==> config.mk <==
export PLATFORM = sky130hd
export DESIGN_NAME = serial_div_sched
export DESIGN_NICKNAME = d
export VERILOG_FILES = /design/src/rtl/serial_div_sched.sv
export SDC_FILE = /design/constraint.sdc
export NUM_CORES = 1
export LEC_CHECK = 0
export CORE_AREA = 4 4 81 83
export DETAILED_ROUTE_END_ITERATION = 6
export DIE_AREA = 0 0 85 87
export PLACE_DENSITY = 0.69
export SYNTH_ARGS = -nofsm -noshare
export SYNTH_HDL_FRONTEND = slang
export SYNTH_SLANG_ARGS = --single-unit
==> constraint.sdc <==
create_clock -name clk -period 4.7 [get_ports clk]
set_input_delay 0.94 -clock clk [delete_from_list [all_inputs] [get_ports clk]]
set_output_delay 0.94 -clock clk [all_outputs]
set_load 0.05 [all_outputs]
==> src/rtl/serial_div_sched.sv <==
// serial_div_sched: round-robin front end feeding an MSB-first serial mod-5 residue checker.
// Define SERIAL_DIV_LZ_SKIP_EN to strip leading zeros from each captured word before shifting.
module serial_div_sched #(
    parameter int WIDTH = 8,
    parameter int NREQ  = 4,
    parameter int IDW   = ($clog2(NREQ) < 1) ? 1 : $clog2(NREQ)
) (
    input  logic                  clk,
    input  logic                  rst,
    input  logic [NREQ-1:0]       req_valid,
    input  logic [NREQ*WIDTH-1:0] req_data,
    output logic [NREQ-1:0]       req_ready,
    output logic                  ser_vld,
    output logic                  ser_bit,
    output logic                  busy,
    output logic                  done,
    output logic                  div5,
    output logic [2:0]            res_rem,
    output logic [IDW-1:0]        res_id
);
    localparam int CW = $clog2(WIDTH + 1);
    typedef enum logic [1:0] {IDLE, SHIFT, DONE} state_t;
    state_t state;
    logic [WIDTH-1:0] shift_reg, word;
    logic [CW-1:0] cnt;
    logic [2:0] rem, nrem;
    logic [3:0] twice;
    logic [IDW-1:0] ptr, id_reg, gidx, k;
    logic [NREQ-1:0] grant;
    logic found;
    // Search starts just past the last winner, so it drops to lowest priority.
    always_comb begin
        grant = '0;
        gidx = '0;
        found = 1'b0;
        k = '0;
        for (int i = 1; i <= NREQ; i++) begin
            k = IDW'((int'(ptr) + i) % NREQ);
            if (!found && req_valid[k]) begin
                found = 1'b1;
                grant[k] = 1'b1;
                gidx = k;
            end
        end
    end
    assign word = req_data[gidx*WIDTH +: WIDTH];
    assign req_ready = (state == IDLE) ? grant : '0;
    assign ser_vld = (state == SHIFT);
    assign ser_bit = ser_vld & shift_reg[WIDTH-1];
    assign busy = (state != IDLE);
    assign done = (state == DONE);
    assign twice = {rem, shift_reg[WIDTH-1]};
    assign nrem = (twice >= 4'd5) ? 3'(twice - 4'd5) : twice[2:0];
`ifdef SERIAL_DIV_LZ_SKIP_EN
    logic [CW-1:0] lz;
    always_comb begin
        lz = CW'(WIDTH);
        for (int i = 0; i < WIDTH; i++) if (word[i]) lz = CW'(WIDTH - 1 - i);
    end
`endif
    always_ff @(posedge clk or negedge rst) begin
        if (!rst) begin
            state <= IDLE;
            shift_reg <= '0;
            cnt <= '0;
            rem <= '0;
            id_reg <= '0;
            ptr <= IDW'(NREQ - 1);
            div5 <= 1'b0;
            res_rem <= '0;
            res_id <= '0;
        end else begin
            case (state)
                IDLE: if (found) begin
                    id_reg <= gidx;
                    ptr <= gidx;
                    rem <= '0;
`ifdef SERIAL_DIV_LZ_SKIP_EN
                    shift_reg <= word << lz;
                    cnt <= CW'(WIDTH) - lz;
                    if (lz == CW'(WIDTH)) begin
                        state <= DONE;
                        div5 <= 1'b1;
                        res_rem <= '0;
                        res_id <= gidx;
                    end else state <= SHIFT;
`else
                    shift_reg <= word;
                    cnt <= CW'(WIDTH);
                    state <= SHIFT;
`endif
                end
                SHIFT: begin
                    rem <= nrem;
                    shift_reg <= shift_reg << 1;
                    cnt <= cnt - 1'b1;
                    if (cnt == CW'(1)) begin
                        state <= DONE;
                        div5 <= (nrem == 3'd0);
                        res_rem <= nrem;
                        res_id <= id_reg;
                    end
                end
                default: state <= IDLE;
            endcase
        end
    end
endmodule
==> metrics.csv, run 1 <==
stage,metric,value,unit
status,status,"finished, final reports clean",
pwr,power.share.clock,6.3,%
logic_synthesis,yosys_warnings,0,
drt,drt-initial-drc-count,124,
clock_tree,hold_buffers,0,
floorplanning,core,5850,sq um
logic_synthesis,postSynthCellCount,275,
global_routing,grt_pass1_vias,2038,
flow_run,drv_cap,0,
logic_synthesis,ys_types,47,
sta,layout_min_cycle_time,4.18,ns
global_routing,antenna_found_initial,0,
critical_path,path_class,in -> out,
critical_path,cp_max_fo,11,
clock_tree,cts_tree,done,
cells_and_area,final_cell_area,2850,sq um
cells_and_area,fin_cells,387,
clock_tree,clkTransAtPathRegs,0.09,ns
global_routing,grt_remaining_overflow,0,
logic_synthesis,synthTopCellsByCount,"nand2_1 (36), dfrtp_1 (25), a21oi_1 (23)",
logic_synthesis,ys_async_sr_fraction,100,%
logic_synthesis,synth-seq-area-share,30.0,%
pwr,p_switching,1090,uW
placed_design,place_congestion,0.803,
sta,finalHoldViolations,0,
critical_path,r2r_start,ptr[0]$_DFFE_PN1P_,
logic_synthesis,synth_fp_nets,325,
clock_tree,clock_sinks,27,
logic_synthesis,syn_avg_cell_area,8.22,sq um
floorplanning,die_h,87,um
worst_hold_path,min_to,res_rem[0]$_DFFE_PN0P_,
logic_synthesis,yosysMostFrequentCell,nand2_1,
clock_tree,insertion_delay,0.27,ns
clock_tree,ctsHtreeMaxLevel,1,
sta,final_max_slew_viol_count,0,
worst_hold_path,hold_path.class,reg -> reg,
critical_path,cp.arrival,3.24,ns
pwr,vdd_drop_max,0.439,mV
cells_and_area,syn_to_final_growth,26.2,%
pwr,power_density,734,nW/um^2
critical_path,r2r.worst_path.cells,8,
floorplanning,dieArea,7400,sq um
placed_design,placed_area,2810,sq um
logic_synthesis,synth.area.top_cells,"dfrtp_1 (28%), ha_1 (6.6%), nand2_1 (6.0%), a21oi_1 (5.1%), a211oi_1 (4.6%)",
placed_design,port_buffers,51,
global_routing,grt_max_degree,31,
logic_synthesis,yosys.area.top_type,dfrtp_1,
cells_and_area,largest_reg_flops,8,
clock_tree,clk_path_buf_depth,2,
placed_design,placedCellCount,383,
drt,route.detailed.drc,0,
sta,fmax,239,MHz
floorplanning,rows,28,
drt,via_count,2135,
clock_tree,clock-root-buffer,clkbuf_8,
sta,clock-skew-final,0.00127,ns
floorplanning,die_w,85,um
pwr,p_leak,0.00114,uW
critical_path,startpoint_type,input port,
sta,relSlewSlack,37.5,%
worst_hold_path,holdPathStages,2,
sta,fin_tns_setup,0,ns
drt,dr.pass1.iters,4,
critical_path,worstSetupEndpointType,output port,
cells_and_area,fin_nets,363,
logic_synthesis,synth_edf_count,0,
global_routing,grt_pass1_wl,9470,um
global_routing,grtUsageTotal,15.3,%
drt,drtAntennaViolNets,0,
logic_synthesis,yosys.area.top_type_share,27.7,%
floorplanning,start_util,38.6,%
logic_synthesis,netlist_area,2260,sq um
placed_design,hpwl,4250,um
pwr,power.internal,1000,uW
cells_and_area,diodes,0,
pwr,p_comb_share,71.5,%
drt,viasPerCell,5.52,
cells_and_area,final_core_util,48.8,%
clock_tree,cts_resized,0,
sta,period_share,89.0,%
floorplanning,pin_count,52,
drt,postRouteWirelength,5680,um
sta,worst_pin_slew,0.935,ns
critical_path,required,3.76,ns
clock_tree,numCtsBuffers,3,
logic_synthesis,ys_ff_latch,27,
sta,setup_viol,0,
critical_path,r2r-end,shift_reg[1]$_DFFE_PN0P_,
sta,rsz0062_at_grt,false,
cells_and_area,drive_above_1_share,8.97,%
worst_hold_path,min_from,res_rem[0]$_DFFE_PN0P_,
drt,wl_per_cell,14.7,um
logic_synthesis,synth_top_flop_cell,dfrtp_1,
clock_tree,post_cts_buffers,0,
pwr,power_switching_share,52.1,%
pwr,power_frac_seq,22.2,%
critical_path,rrSetupSlack,1.23,ns
routing by layer:
metal  global-route usage, %  routed length [um]  vias to the layer above
li1                        -                   -                     1083
met1                    21.8                2720                      990
met2                    24.9                2670                       58
met3                    1.61                 253                        4
met4                    3.45                  35                        0
met5                       0                   0                        -
worst max-delay path by stage:
stage | startpoint | to | slack [ns] | depth (start not counted)
5_1_grt | ptr[0]$_DFFE_PN1P_ | req_ready[0] | 0.27 | 8
3_3_place_gp | req_valid[3] | req_ready[2] | 0.63 | 7
4_1_cts | req_valid[3] | req_ready[0] | 0.51 | 7
6_report | req_valid[3] | req_ready[0] | 0.52 | 7
2_1_floorplan | ptr[0]$_DFFE_PN1P_ | req_ready[0] | 0.54 | 10
3_5_place_dp | req_valid[3] | req_ready[0] | 0.51 | 7
through the flow:
step           hold slack (ns)  setup slack [ns]  total power, uW
6_report                 0.485             0.517             2100
5_1_grt                  0.511             0.267             2280
4_1_cts                  0.488             0.506             2110
3_5_place_dp             0.465             0.510             1970
3_3_place_gp             0.456             0.626             1940
2_1_floorplan            0.438             0.540             1640
area by class of cell:
class,count,area [sq um]
clock buffers,3,41.3
clock inverters,1,5.00
fillers,584,3000
well taps,75,93.8
repair buffers,54,573
multi-input cells,217,1430
inverters,10,37.5
flip-flops and latches,27,678
power groups by stage:
stage / Clock (uW) / Sequential [uW] / Combinational (uW)
5_1_grt: 145 / 486 / 1650
4_1_cts: 135 / 466 / 1510
3_3_place_gp: 0 / 463 / 1480
2_1_floorplan: 0 / 478 / 1160
6_report: 133 / 465 / 1500
3_5_place_dp: 0 / 469 / 1500
placed cells by master, fill, tap and decap left out, drive strengths merged, types with 10 or more instances in the layout:
| master | synthesis | final |
|---|---|---|
| o21ai | 15 | 15 |
| a211oi | 16 | 16 |
| ha | 12 | 12 |
| nand2 | 36 | 36 |
| clkdlybuf4s50 | 0 | 47 |
| nor2 | 19 | 19 |
| or2 | 10 | 10 |
| nand3 | 16 | 16 |
| dfrtp | 25 | 25 |
| a21oi | 23 | 23 |
cells by family (layout without fill, tap and decap cells):
group | count (synthesis) | count (layout) | share of synthesized area [%]
AOI/OAI and AO/OA | 96 | 96 | 30.4
xor gates and xnor gates | 1 | 1 | 0.387
adders and majority gates | 12 | 12 | 6.64
buffers and inverters | 31 | 68 | 6.97
DFF | 27 | 27 | 30.0
muxes | 6 | 6 | 4.37
and+or+nand+nor | 102 | 102 | 21.2
worst max-delay path: stages:
cell and delay [ns]:
clkdlybuf4s50_1 0.56, mux4_2 0.64, nor2_1 0.37, a22o_1 0.20, nand2_1 0.05, a31oi_1 0.30, buf_12 0.18
Power figures use the tool's default switching activity.
==> run 2, diff against run 1 <==
--- a/config.mk
+++ b/config.mk
@@ -6,6 +6,7 @@
 export NUM_CORES = 1
 export LEC_CHECK = 0
 export CORE_AREA = 4 4 81 83
+export CTS_CLUSTER_DIAMETER = 120
 export DETAILED_ROUTE_END_ITERATION = 6
 export DIE_AREA = 0 0 85 87
 export PLACE_DENSITY = 0.69
==> results of run 2 <==
Same layout as run 1: the final DEF is identical, and so are final timing and power.
